===== config.mk =====
export PLATFORM = sky130hd
export DESIGN_NAME = ibex_instr_aligner
export DESIGN_NICKNAME = d
export VERILOG_FILES = /design/src/rtl/ibex_instr_aligner.sv
export SDC_FILE = /design/constraint.sdc
export NUM_CORES = 1
export LEC_CHECK = 0
export BUFFER_PORTS_ARGS = -buffer_cell sky130_fd_sc_hd__buf_4
export CORE_MARGIN = 2
export CORE_UTILIZATION = 47
export CTS_CLUSTER_DIAMETER = 30
export DETAILED_ROUTE_END_ITERATION = 10
export GPL_TIMING_DRIVEN = 0
export PLACE_DENSITY_LB_ADDON = 0.25
export SETUP_SLACK_MARGIN = 0.02
export SYNTH_ARGS = -nofsm -noshare
export SYNTH_HDL_FRONTEND = slang
export SYNTH_SLANG_ARGS = --single-unit
export TNS_END_PERCENT = 30

===== constraint.sdc =====
create_clock -name clk_i -period 8.73 [get_ports clk_i]
set_input_delay 1.3095 -clock clk_i [delete_from_list [all_inputs] [get_ports clk_i]]
set_output_delay 1.3095 -clock clk_i [all_outputs]
set_load 0.05 [all_outputs]

===== src/rtl/ibex_instr_aligner.sv =====
// ibex_instr_aligner
// Turns a stream of word-aligned 32-bit fetch words into one aligned raw
// instruction per output handshake. A 16-bit stash holds the upper half of
// the last consumed word, so that compressed instructions and 32-bit
// instructions spanning two words can be emitted. The instruction PC is
// tracked internally. Branch targets with PC[1]=1 drop the low half of the
// first fetched word.
//
// Ports:
//   clk_i, rst_ni        clock, synchronous active-low reset
//   branch_i             redirect: flush the stash, restart at branch_addr_i
//   branch_addr_i        redirect target (bit 0 ignored)
//   fetch_valid_i/ready_o/rdata_i/err_i   fetch word handshake and payload
//   out_valid_o/ready_i  aligned instruction handshake
//   out_instr_o          raw instruction; compressed in [15:0], [31:16]=0
//   out_addr_o           PC of out_instr_o
//   out_err_o            fetch error on any part of the instruction
//   out_err_plus2_o      error only on the upper half (PC+2)
module ibex_instr_aligner #(
  parameter bit ResetAll = 1'b0
) (
  input  logic        clk_i,
  input  logic        rst_ni,
  input  logic        branch_i,
  input  logic [31:0] branch_addr_i,
  input  logic        fetch_valid_i,
  output logic        fetch_ready_o,
  input  logic [31:0] fetch_rdata_i,
  input  logic        fetch_err_i,
  output logic        out_valid_o,
  input  logic        out_ready_i,
  output logic [31:0] out_instr_o,
  output logic [31:0] out_addr_o,
  output logic        out_err_o,
  output logic        out_err_plus2_o
);

  logic [15:0] stash_q, stash_d;
  logic        stash_valid_q, stash_valid_d;
  logic        stash_err_q, stash_err_d;
  logic        skip_lo_q, skip_lo_d;
  logic [31:0] pc_q, pc_d;

  logic        lo_compressed;
  logic        stash_compressed;

  assign lo_compressed    = (fetch_rdata_i[1:0] != 2'b11);
  assign stash_compressed = (stash_q[1:0] != 2'b11);
  assign out_addr_o       = pc_q;

  always_comb begin
    stash_d         = stash_q;
    stash_valid_d   = stash_valid_q;
    stash_err_d     = stash_err_q;
    skip_lo_d       = skip_lo_q;
    pc_d            = pc_q;
    out_valid_o     = 1'b0;
    fetch_ready_o   = 1'b0;
    out_instr_o     = fetch_rdata_i;
    out_err_o       = 1'b0;
    out_err_plus2_o = 1'b0;

    if (branch_i) begin
      // Any word presented now belongs to the old stream: accept and drop it.
      fetch_ready_o = 1'b1;
      stash_valid_d = 1'b0;
      pc_d          = {branch_addr_i[31:1], 1'b0};
      skip_lo_d     = branch_addr_i[1];
    end else if (stash_valid_q) begin
      if (stash_compressed) begin
        // Stashed compressed instruction: emitted without touching the fetch side.
        out_valid_o = 1'b1;
        out_instr_o = {16'h0000, stash_q};
        out_err_o   = stash_err_q;
        if (out_ready_i) begin
          stash_valid_d = 1'b0;
          pc_d          = pc_q + 32'd2;
        end
      end else begin
        // Spanning instruction: low half from the stash, high half from the word.
        out_valid_o     = fetch_valid_i;
        fetch_ready_o   = out_ready_i;
        out_instr_o     = {fetch_rdata_i[15:0], stash_q};
        out_err_o       = stash_err_q | fetch_err_i;
        out_err_plus2_o = ~stash_err_q & fetch_err_i;
        if (fetch_valid_i && out_ready_i) begin
          stash_d     = fetch_rdata_i[31:16];
          stash_err_d = fetch_err_i;
          pc_d        = pc_q + 32'd4;
        end
      end
    end else if (skip_lo_q) begin
      fetch_ready_o = 1'b1;
      if (fetch_valid_i) begin
        stash_d       = fetch_rdata_i[31:16];
        stash_valid_d = 1'b1;
        stash_err_d   = fetch_err_i;
        skip_lo_d     = 1'b0;
      end
    end else begin
      out_valid_o   = fetch_valid_i;
      fetch_ready_o = out_ready_i;
      out_err_o     = fetch_err_i;
      if (lo_compressed) begin
        out_instr_o = {16'h0000, fetch_rdata_i[15:0]};
      end
      if (fetch_valid_i && out_ready_i) begin
        if (lo_compressed) begin
          stash_d       = fetch_rdata_i[31:16];
          stash_valid_d = 1'b1;
          stash_err_d   = fetch_err_i;
          pc_d          = pc_q + 32'd2;
        end else begin
          pc_d          = pc_q + 32'd4;
        end
      end
    end

    if (!rst_ni) begin
      out_valid_o   = 1'b0;
      fetch_ready_o = 1'b0;
    end
  end

  always_ff @(posedge clk_i) begin
    if (!rst_ni) begin
      stash_valid_q <= 1'b0;
      stash_err_q   <= 1'b0;
      skip_lo_q     <= 1'b0;
    end else begin
      stash_valid_q <= stash_valid_d;
      stash_err_q   <= stash_err_d;
      skip_lo_q     <= skip_lo_d;
    end
  end

  always_ff @(posedge clk_i) begin
    if (ResetAll && !rst_ni) begin
      stash_q <= '0;
      pc_q    <= '0;
    end else begin
      stash_q <= stash_d;
      pc_q    <= pc_d;
    end
  end

endmodule


## After elaboration in Yosys (flattened, before gate mapping)

Index checks and enable logic that the tools add are counted.

| storage, ports and cells | value |
|---|---|
| bits in registers | 51 |

| operators by class | value |
|---|---|
| $add $sub $neg | 2 |
| equal/unequal tests | 10 |
| muxes and demuxes | 55 |
| bitwise gates (word level) | 5 |
| reduce and logical (&&, ||, !) cells | 11 |

Operators with widths:

| operator | number |
|---|---|
| 2-to-1 mux 32 bit | 13 |
| 2-to-1 mux 16 bit | 7 |
| 2-to-1 mux 1 bit | 35 |
| adder 32 x 2 -> 32 bit, second input constant | 1 |
| adder 32 x 3 -> 32 bit, second input constant | 1 |
| inequality test 2 bit, second input constant | 5 |
| inequality test 3 bit, second input constant | 3 |
| nonzero test 3 bit | 3 |
| AND reduction 4 bit | 2 |
| AND reduction 6 bit | 1 |
| nonzero test 2 bit | 3 |
| inequality test 4 bit, second input constant | 1 |
| NOT 1 bit | 3 |
| inequality test 2 x 1 -> 1 bit, second input constant | 1 |
| OR reduction 2 bit | 1 |
| AND 1 bit | 1 |
| logical AND 1 bit | 1 |
| OR 1 bit | 1 |

## Depth between registers and ports, before layout

| logic depth | value |
|---|---|
| word-level depth | 6 |
| gate-level depth with buffers | 7 |
| depth with buffers taken out | 6 |

## Least setup slack after synthesis

OpenSTA, ideal clock, no wires.

| path | value |
|---|---|
| path type | input to output |
| start | input branch_i |
| end | output out_valid_o |
| data arrival time | 3.038 ns |
| data required time | 7.420 ns |
| setup slack | 4.383 ns |
| stages | 2 |
| buffers on the path | 1 |
| cell sequence | clkbuf_1 nor4_1 |

| between the ends | value |
|---|---|
| cells in the longest elaborated chain, start to end | 2 |

RTL lines:

| element | line | text |
|---|---|---|
| from (decl) | 24 | `input logic branch_i,` |
| 2-to-1 mux 1 bit | 63 | `if (branch_i) begin` |
| 2-to-1 mux 1 bit | 119 | `if (!rst_ni) begin` |
| to (decl) | 30 | `output logic out_valid_o,` |

No other way between the ends.

## Worst setup path after layout

| path | value |
|---|---|
| start | input branch_i |
| end | output out_instr_o[28] |

| between the ends | value |
|---|---|
| cells in the longest elaborated chain, start to end | 1 |

RTL lines:

| element | line | text |
|---|---|---|
| 2-to-1 mux 32 bit | 63 |  |
| to (decl) | 32 | `output logic [31:0] out_instr_o,` |

No other way between the ends.

==> results.md <==
* Worst r2r path cells at 6
* Async SR Flop Fraction at 0
* CP max stage delay at 380 ps
* Clk slew on worst S/H paths at 90 ps
* Slew margin rel. at 0.543
* Max Cap Viol at 0
* Worst Path Max Fanout at 10
* Clock skew at 10.3 ps
* Max Slew Vio Count at 0
* Hold-fix buffers, CTS at 0
* Status: completed
* Yosys reg bits at 50
* Initial antenna violation count at 0
* Clock sinks at 50
* Synth top area share at 0.448
* Core Region at 6420 sq um
* HP Class: reg2reg
* Worst-Margin Slew at 681 ps
* Final RePlAce weighted congestion at 0.799
* # setup viols final at 0
* Final min period at 4230 ps
* RSZ-0062 raised after global routing: false
* Die width at 85.9 um
* Gr usage total at 0.227
* Post-CTS setup buffer count at 0
* Num ports at 138
* Initial Util at 0.491
* Syn_area_per_cell at 10.5 sq um
* Net Count, Synth at 373
* Yosys cell types at 51
* Commonest non-fill, non-tap cell in the layout: buf_4
* CP cell instances: buf_4 -> nor2b_1 -> buf_2 -> and3_1 -> buf_2 -> clkbuf_1 -> a22o_1 -> buf_4
* Area delta synth->final at 40.6%
* Gr ovfl total at 0
* Die area at 7380 sq um
* CTS tree: yes
* Vias in the first global route at 2760
* Vias/cell at 5.61
* Yosys warns at 0
* Arr. time, crit path at 2920 ps
* Buffers added on ports at 135
* Vias at 2939
* Largest net degree at the start of global routing at 18
* Main flop type after synthesis: edfxtp_1
* Worst skew pair latency at 310 ps
* Pre-CTS WS at 4520 ps
* Post-Syn Area at 3150 sq um
* Row Count at 29
* Iter 0 DRT Violations at 106
* Seq/Total Area, Yosys at 0.467
* Max Freq at 237 MHz
* Setup TNS at 0 ps
* Layout cells sized above 1 at 0.403
* Crit. End Element: primary output
* Reg2reg end: out_addr_o[29]
* First-pass GRT wire length at 13400 um
* Htree depth at 2
* Root buf cell: clkbuf_8
* Pre-antenna DRT Iters at 4
* Worst r2r src: out_addr_o[1]
* Pleak at 1.84 nW
* Final setup margin at 4500 ps
* N_diodes at 0
* Hold_sp: skip_lo_q
* Fin nets at 518
* Synth Instances at 301
* Post-CTS resize count at 0
* Commonest cells after routing, fill and taps aside: buf_4 (136), edfxtp_1 (47), nand2_1 (37)
* Number of flops mapped to enable cells by yosys at 47
* Worst path buffer plus inverter count at 5
* Startpoint types: primary input
* DRT Wirelength at 8640 um
* CTS Buf Count at 5
* Fillers at 536
* Die Y at 85.9 um
* Yosys top cell by area: edfxtp_1
* PD cells at 160 nW/um^2
* Antenna Violating Nets Remaining at 0
* Per-cell routed wire length at 16.5 um
* Peak VDD IR at 0.0929 mV
* Critical path's top delay family: buffers and inverters
* Total design power at 0.000711 W
* Hpwl dp at 6540 um
* Final worst path period share at 0.484
* Slowest CP cell: clkbuf_1
* CP required at 7420 ps
* Hold Path End: skip_lo_q
* Clk buf depth at 2
* Fin. Hold Viols at 0
* Hold Crit Depth at 2
* Drt drc at 0
* Flop2flop setup slack at 6470 ps
* Area contributors post-synth: edfxtp_1 (45%), mux2_2 (6.8%), xor2_1 (5.3%)
* CP Class: in2out
* Hold WS at 533 ps
[synthesized netlist by cell type, types with 2 or more instances]
| library cell | number |
|---|---|
| edfxtp_1 | 47 |
| nand2_1 | 37 |
| nand3b_1 | 2 |
| a21oi_1 | 7 |
| dfxtp_1 | 3 |
| o21ai_0 | 26 |
| a31oi_1 | 8 |
| o2111ai_1 | 2 |
| clkbuf_1 | 8 |
| ha_1 | 2 |
| inv_1 | 5 |
| xnor2_1 | 5 |
| nor2b_1 | 2 |
| nand4_1 | 7 |
| a211oi_1 | 2 |
| nor4_4 | 3 |
| mux2i_1 | 2 |
| and3_1 | 5 |
| o211ai_1 | 4 |
| nor2_1 | 15 |
| a21o_1 | 2 |
| mux2_2 | 19 |
| buf_2 | 3 |
| or3_1 | 6 |
| and3b_1 | 2 |
| nor3_1 | 5 |
| xor2_1 | 19 |
| o31ai_1 | 2 |
| nand3_1 | 14 |
| a22o_1 | 16 |
[cells by family after synthesis]
group                    Yosys count  synth area share
AO/OA/AOI/OAI                     75             0.158
XOR/XNOR                          24            0.0667
adder cells (fa/ha/maj)            2           0.00794
buffers and inverters             21            0.0317
flip-flops                        50             0.467
multiplexers                      21            0.0742
other                              1           0.00119
AND/OR/NAND/NOR                  107             0.194
[per-stage QoR]
stage / instance area [sq um] / util / cells
2_1_floorplan: 3150 / - / 301
6_report: 4430 / 0.690 / 524
4_1_cts: 4430 / 0.690 / 524
3_3_place_gp: 4260 / 0.664 / 513
5_1_grt: 4430 / 0.690 / 524
3_5_place_dp: 4330 / 0.674 / 516
[state kept, by name, summed over array words and instances (netlist names)]
signal / flops
stash_err_q: 1
stash_valid_q: 1
out_addr_o: 31
skip_lo_q: 1
stash_q: 16
[layout make-up]
type	count	area, sq um	share of cell area
plain buffers	15	77.6	0.0175
multi-input cells	230	1600	0.361
clock inverters	1	30.0	0.00677
well taps	77	96.3	0.0217
clock buffers	7	76.3	0.0172
repair buffers	138	1060	0.239
flip-flops and latches	50	1470	0.332
inverters	6	22.5	0.00508
[layer usage]
layer / vias to the layer above / GRT usage / share of wire / routed length, um
li1: 1437 / - / - / -
met1: 1369 / 0.291 / 0.42 / 3640
met2: 126 / 0.392 / 0.49 / 4220
met3: 7 / 0.0472 / 0.082 / 710
met4: 0 / 0.0534 / 0.0071 / 61
met5: - / 0 / 0 / 0
[worst register-to-register path, cell delays in order (launching register included)]
cell and delay (ps):
edfxtp_1 460, ha_1 230, nand3_1 150, nor3_1 560
o2111ai_1 220, xnor2_1 160, mux2_2 250
[how the worst max path moves through the flow]
stage | from | end | slack, ps | depth (start not counted)
floorplan | branch_i | out_valid_o | 4380 | 2
global placement | out_ready_i | out_addr_o[1] | 3060 | 4
detailed placement | branch_i | out_err_plus2_o | 4520 | 8
CTS | branch_i | out_err_plus2_o | 4510 | 8
global route | branch_i | out_instr_o[23] | 4360 | 8
finish | branch_i | out_instr_o[28] | 4500 | 8
[power by group]
group	total, W	switching [W]	internal [W]
Combinational	0.000239	0.000154	0.0000850
Clock	0.000162	0.0000766	0.0000859
Sequential	0.000310	0.0000240	0.000286
Total	0.000711	0.000254	0.000457
No activity file was read; power rests on OpenSTA's default activity.
